[src/rtl/align_tx_scheduler.sv]
// Transmit-side ALIGN scheduler: merges link-layer primitives and frame data,
// inserting an ALIGN pair every ALIGN_INTERVAL dwords and after every link-up.
module align_tx_scheduler #(
   parameter int unsigned ALIGN_INTERVAL = 256
) (
   input  logic        clk,
   input  logic        rst_n,
   input  logic        phy_ready,
   input  logic [31:0] ll_prim,
   input  logic        ll_prim_req,
   input  logic [31:0] data_din,
   input  logic        data_valid,
   output logic        data_ready,
   output logic [31:0] tx_dout,
   output logic        tx_isk,
   output logic        last_prim,
   output logic        align_active
);

   localparam logic [31:0] PRIM_ALIGN = 32'h7B4A_4ABC;
   localparam logic [31:0] PRIM_SYNC  = 32'hB5B5_957C;
   localparam logic [15:0] LAST_CNT   = 16'(ALIGN_INTERVAL - 1);

   typedef enum logic [1:0] {
      WAIT_PHY = 2'd0,
      NORMAL   = 2'd1,
      ALIGN0   = 2'd2,
      ALIGN1   = 2'd3
   } state_t;

   state_t      state_q, state_d;
   logic [15:0] cnt_q, cnt_d;
   logic [31:0] tx_dout_q, tx_dout_d;
   logic        tx_isk_q, tx_isk_d;
   logic        last_prim_q, last_prim_d;
   logic        align_active_q, align_active_d;
   logic        at_end;
   logic [31:0] prim_sel;

   assign at_end     = (cnt_q == LAST_CNT);
   assign data_ready = (state_q == NORMAL) && phy_ready && !at_end;
   assign prim_sel   = ll_prim_req ? ll_prim : PRIM_SYNC;

   always_comb begin
      state_d        = state_q;
      cnt_d          = cnt_q;
      tx_dout_d      = PRIM_ALIGN;
      tx_isk_d       = 1'b1;
      last_prim_d    = 1'b0;
      align_active_d = 1'b0;
      if (!phy_ready) begin
         state_d = WAIT_PHY;
         cnt_d   = '0;
      end else begin
         case (state_q)
            WAIT_PHY: begin
               state_d = ALIGN0;
               cnt_d   = '0;
            end
            ALIGN0: begin
               state_d        = ALIGN1;
               cnt_d          = '0;
               align_active_d = 1'b1;
            end
            ALIGN1: begin
               state_d        = NORMAL;
               align_active_d = 1'b1;
            end
            NORMAL: begin
               cnt_d = cnt_q + 16'd1;
               if (at_end) begin
                  state_d = ALIGN0;
                  cnt_d   = '0;
               end
               // align_active_q high here means the previous cycle was ALIGN1,
               // i.e. this is the first NORMAL cycle and CONT must restart.
               if (data_valid && data_ready) begin
                  tx_dout_d   = data_din;
                  tx_isk_d    = 1'b0;
                  last_prim_d = align_active_q;
               end else begin
                  tx_dout_d   = prim_sel;
                  last_prim_d = at_end || align_active_q || (prim_sel != tx_dout_q);
               end
            end
            default: state_d = WAIT_PHY;
         endcase
      end
   end

   always_ff @(posedge clk or negedge rst_n) begin
      if (!rst_n) begin
         state_q        <= WAIT_PHY;
         cnt_q          <= '0;
         tx_dout_q      <= PRIM_ALIGN;
         tx_isk_q       <= 1'b1;
         last_prim_q    <= 1'b0;
         align_active_q <= 1'b0;
      end else begin
         state_q        <= state_d;
         cnt_q          <= cnt_d;
         tx_dout_q      <= tx_dout_d;
         tx_isk_q       <= tx_isk_d;
         last_prim_q    <= last_prim_d;
         align_active_q <= align_active_d;
      end
   end

   assign tx_dout      = tx_dout_q;
   assign tx_isk       = tx_isk_q;
   assign last_prim    = last_prim_q;
   assign align_active = align_active_q;

endmodule

[config.mk]
export PLATFORM = sky130hd
export DESIGN_NAME = align_tx_scheduler
export DESIGN_NICKNAME = d
export VERILOG_FILES = /design/src/rtl/align_tx_scheduler.sv
export SDC_FILE = /design/constraint.sdc
export NUM_CORES = 1
export LEC_CHECK = 0
export ABC_AREA = 1
export CAP_MARGIN = 20
export CELL_PAD_IN_SITES_DETAIL_PLACEMENT = 1
export CELL_PAD_IN_SITES_GLOBAL_PLACEMENT = 1
export CORE_UTILIZATION = 33
export CTS_CLUSTER_DIAMETER = 100
export DETAILED_ROUTE_END_ITERATION = 8
export GPL_ROUTABILITY_DRIVEN = 0
export PLACE_DENSITY = 0.87
export SYNTH_ARGS = -nofsm -noshare
export SYNTH_HDL_FRONTEND = slang
export SYNTH_SLANG_ARGS = --single-unit
[constraint.sdc]
create_clock -name clk -period 2.3 [get_ports clk]
set_input_delay 0.46 -clock clk [delete_from_list [all_inputs] [get_ports clk]]
set_output_delay 0.46 -clock clk [all_outputs]
set_load 0.01 [all_outputs]
* After elaboration in Yosys (flattened, before gate mapping)
Cells that the tools add are included.
Cells by class: $add $sub $neg 1, equal/unequal tests 7, muxes and demuxes 18, reductions and logical operators 9
Operators with widths (number):
- 32-bit two-way mux | 4
- 16-bit two-way mux | 2
- 32-bit != test | 1
- 16-bit one-hot mux with 2 select lines | 1
- 16-bit by 1-bit adder with 16-bit output, second input constant | 1
- 16-bit by 8-bit equality test with 1-bit output, second input constant | 1
- 1-bit two-way mux | 8
- 2-bit one-hot mux with 4 select lines | 1
- 2-bit equality test, second input constant | 2
- 2-bit two-way mux | 2
- 2-bit OR reduction | 2
- 1-bit logical AND | 3
- 3-bit by 2-bit != test with 1-bit output, second input constant | 1
- 3-bit != test, second input constant | 1
- 2-bit by 1-bit equality test with 1-bit output, second input constant | 1
- 2-bit zero test | 1
- 1-bit logical OR | 2
- 1-bit zero test | 1
Word-level totals: bits in registers 53, input port bits 69, output and inout port bits 36, word-level logic and storage cells 41

* Logic depth before layout (Yosys ltp)
depth in word-level cells 7, gate-level depth with buffers 13, mapped depth without buffers 12

* Least setup slack after synthesis
No wires, ideal clock.
kind register -> register, start register cnt_q[0], end register tx_dout_q[2] (netlist: tx_dout[2]), library setup time 75 ps, data arrival time 1565 ps, setup slack 660 ps, cell stages (with the launch flop) 13, path buffers 1, cell sequence dfrtp_1 > ha_1 > nand2_1 > inv_2 > nand2_2 > nor2_2 > nand2_2 > inv_4 > nor2_8 > nand2_8 > buf_4 > o21ai_1 > inv_2
Between the ends: cells in the longest elaborated chain, start to end 7
RTL lines:
- from (decl) | line 32 | logic [15:0] cnt_q, cnt_d;
- from (signal assigned) | line 101 | cnt_q <= cnt_d;
- 16-bit by 8-bit equality test with 1-bit output | line 40 | assign at_end = (cnt_q == LAST_CNT);
- 1-bit zero test | line 41 | assign data_ready = (state_q == NORMAL) && phy_ready && !at_end;
- 1-bit logical AND | line 41
- named net data_ready | line 13 | output logic data_ready,
- 1-bit logical AND | line 77 | if (data_valid && data_ready) begin
- 32-bit two-way mux | line 77
- 32-bit two-way mux | line 55 | case (state_q)
- 32-bit two-way mux | line 51 | if (!phy_ready) begin
- named net tx_dout_d[2] | line 33 | logic [31:0] tx_dout_q, tx_dout_d;
- to (signal assigned) | line 102 | tx_dout_q <= tx_dout_d;
- to (decl) | line 33
The timed path passes the listed nets, and every way through them passes these cells. A chain may end at the register's enable or synchronous reset.

* Worst setup path in the final report
start register cnt_q[0], end output port data_ready
Between the ends: cells in the longest elaborated chain, start to end 3
RTL lines (line):
- 16-bit by 8-bit equality test with 1-bit output | 40
- 1-bit zero test | 41
- 1-bit logical AND | 41
- to (decl) | 13
No other way between the ends.

==> qor.yml <==
outcome:
  status: "finished clean"
layout:
  drive_above_1_share_pct: 16.5
  stdcell_count: 710
  nets: 646
  num_antenna_cells: 0
  area.growth.synth_to_final_pct: 40.0
  fillers: 1237
clocking:
  hold_buffers: 0
  cts_buffers: 5
  cts-root-buf: "clkbuf_8"
  clkLatencyLatePin_ns: 0.31
  clock_sinks: 53
  tritoncts: "done"
  cts_max_level: 2
  clk_pin_slew_ns: 0.10
  clk_path_buf_depth: 2
worst_setup_path:
  crit_type: "flip-flop to output port"
  path_cells: "ha_1, nand2_1, inv_2, nand2_2, nor2_2, nand2_2, inv_4, nor2_8, dlygate4sd2_1"
  cp_slowest_cell: "dfrtp_1"
  ff2ff_setup_slack_ns: 0.32
  r2r-end: "tx_dout[9]"
  crit_path_frequent_cell: "nand2_2"
  r2r_start: "cnt_q[0]"
  max_stage_delay_ns: 0.39
  required_ns: 1.84
  cp-end-kind: "output port"
  r2r_cells: 14
  arrival_ns: 1.73
  crit_fanout: 5
  critPathCapture: "data_ready"
  start_kind: "flip-flop"
  crit_path_start: "cnt_q[0]"
floorplan:
  die_w_um: 102
  die-area_mm2: 0.0105
  pin_count: 105
  coreArea_mm2: 0.00977
  core.rowCount: 36
  start_util_pct: 34.0
  die_y_um: 102
sta:
  rsz0062_at_grt: "false"
  fmax_mhz: 457
  finalHoldViolations: 0
  relSlewSlack_pct: 61.3
  worstMarginPinSlew_ns: 0.580
  fin_tns_setup_ns: 0
  post-route-min-period_ns: 2.19
  drv_slew: 0
  period_share_pct: 95.2
  final-setup-viol-count: 0
  whs_ns: 0.128
  clock_skew_ns: 0.0167
place:
  hpwl_mm: 8.17
  place_inst: 701
  port_buffers: 104
global_routing:
  grt_max_degree: 37
  grt_pass1_vias: 3606
  grt_util_met3_pct: 2.87
  antenna_found_initial: 0
  grt_util_met2_pct: 38.9
  grt_use_met1_pct: 25.4
  busiest_layer: "met2"
  grt_pass1_wl_mm: 17.0
  grt_usage_pct: 20.9
  grt_overflow: 0
yosys:
  syn-num-nets: 536
  synth_area_per_cell_um2: 7.14
  synth_seq_cells: 53
  yosysSeqAreaShare_pct: 40.6
  syn-cell-area_mm2: 0.00333
  postSynthCellCount: 466
  yosys_warnings: 0
  ys_types: 38
detailed_routing:
  wirelength_mm: 10.5
  vias_per_cell: 4.78
  dr.pass1.iters: 4
  dr_total_vias: 3393
  drt-wirelength-per-cell_um: 14.7
  drtAntennaViolNets: 0
  drc: 0
  initialDrtViolationCount: 99
power_and_ir_drop:
  ir_worst_vdd_uv: 281
  total_leakage_power_nw: 2.19
  p_per_area_mw_per_mm2: 474
run:
  max-cap-violations: 0
hold_path:
  hp-class: "primary input to asynchronous set/reset pin"
==> cell families after synthesis <==
group	Yosys count	share of synthesized area (%)
AO/OA/AOI/OAI	41	8.09
XOR/XNOR	6	1.58
adder cells (fa/ha/maj)	1	0.376
buffers and inverters	94	12.3
flip-flops	53	40.6
AND/OR/NAND/NOR	271	37.1
==> worst min-delay path by stage <==
stage                   endpoint  slack, ns  cells past startpoint
finish                tx_dout[6]       0.13                      1
global route          tx_dout[6]       0.16                      1
CTS                   tx_dout[6]       0.15                      1
detailed placement    state_q[1]       0.48                      1
global placement      state_q[1]       0.48                      1
floorplan           align_active       0.16                      0
==> Yosys cell counts, drive strengths merged <==
cell type | number | area (um2)
nand2 | 150 | 587
inv | 78 | 295
nor2 | 54 | 236
nand3 | 49 | 290
dfrtp | 35 | 876
o21ai | 25 | 159
dfstp | 18 | 473
buf | 15 | 110
a21oi | 7 | 35.0
nand3b | 6 | 45.0
xor2 | 5 | 43.8
nand4 | 4 | 25.0
nor3 | 3 | 15.0
nor3b | 3 | 22.5
a211oi | 2 | 20.0
o21bai | 2 | 15.0
o31ai | 2 | 15.0
a21o | 1 | 7.51
a22o | 1 | 8.76
clkbuf | 1 | 3.75
ha | 1 | 12.5
nor4 | 1 | 6.26
o41ai | 1 | 8.76
or2 | 1 | 6.26
xnor2 | 1 | 8.76
==> power breakdown <==
| part | leakage [nW] | total, mW | internal, mW | switching [mW] |
|---|---|---|---|---|
| Clock | 0.0574 | 0.683 | 0.355 | 0.328 |
| Combinational | 1.47 | 0.501 | 0.252 | 0.249 |
| Sequential | 0.669 | 1.02 | 0.986 | 0.0359 |
==> placed cells by master (no fill, tap or decap), types with 4 or more instances in the layout <==
| master | count |
|---|---|
| a21oi_1 | 7 |
| buf_4 | 14 |
| clkbuf_8 | 6 |
| clkdlybuf4s50_1 | 101 |
| dfrtp_1 | 35 |
| dfstp_2 | 18 |
| inv_1 | 54 |
| inv_2 | 23 |
| nand2_1 | 146 |
| nand3_1 | 40 |
| nand3_2 | 9 |
| nand3b_1 | 6 |
| nand4_1 | 4 |
| nor2_1 | 49 |
| o21ai_0 | 6 |
| o21ai_1 | 10 |
| o21ai_2 | 9 |
| xor2_1 | 5 |
==> worst max-delay path, delay by kind of cell (launching register included) <==
family	cells	cell delay [ns]
buffers and inverters	3	0.43
adders and majority gates	1	0.19
and+or+nand+nor	5	0.40
DFF	1	0.39
==> layout make-up <==
type	count	area [um2]	share of cell area [%]
clock inverter	2	37.5	0.806
clock buffer	6	82.6	1.77
tap	133	166	3.57
inverter	78	295	6.34
sequential	53	1350	29.0
multi-input combinational	319	1570	33.7
timing repair buffer	119	1150	24.8
==> repair_timing <==
item | 4_1_cts | 5_1_grt
gates resized for setup | 1 | 0
endpoints found under the setup margin | 1 | 0
hold endpoints to repair | 0 | 0
buffers inserted | 1 | 0
==> metal layers <==
layer  wire length, um  up-vias  part of all wire (%)
li1                  -     1660                     -
met1              4370     1645                    42
met2              5530       80                    53
met3               499        8                   4.8
met4                70        0                  0.67
met5                 0        -                     0
==> state kept, by name (all words and copies together), names as in the netlist <==
| signal | cells |
|---|---|
| align_active | 1 |
| cnt_q | 16 |
| last_prim | 1 |
| state_q | 2 |
| tx_dout | 32 |
| tx_isk | 1 |
==> per-stage QoR <==
step,area [um2],utilization [%],power [mW],setup slack [ns]
final,4660,47.6,2.21,0.110
after global routing,4660,47.6,2.31,0.00942
after CTS,4660,47.6,2.22,0.0995
after detailed placement,4530,46.3,1.53,-0.0154
after global placement,4530,46.3,1.51,0.00392
after floorplan,3330,-,1.25,0.660
Power figures use the tool's default switching activity.
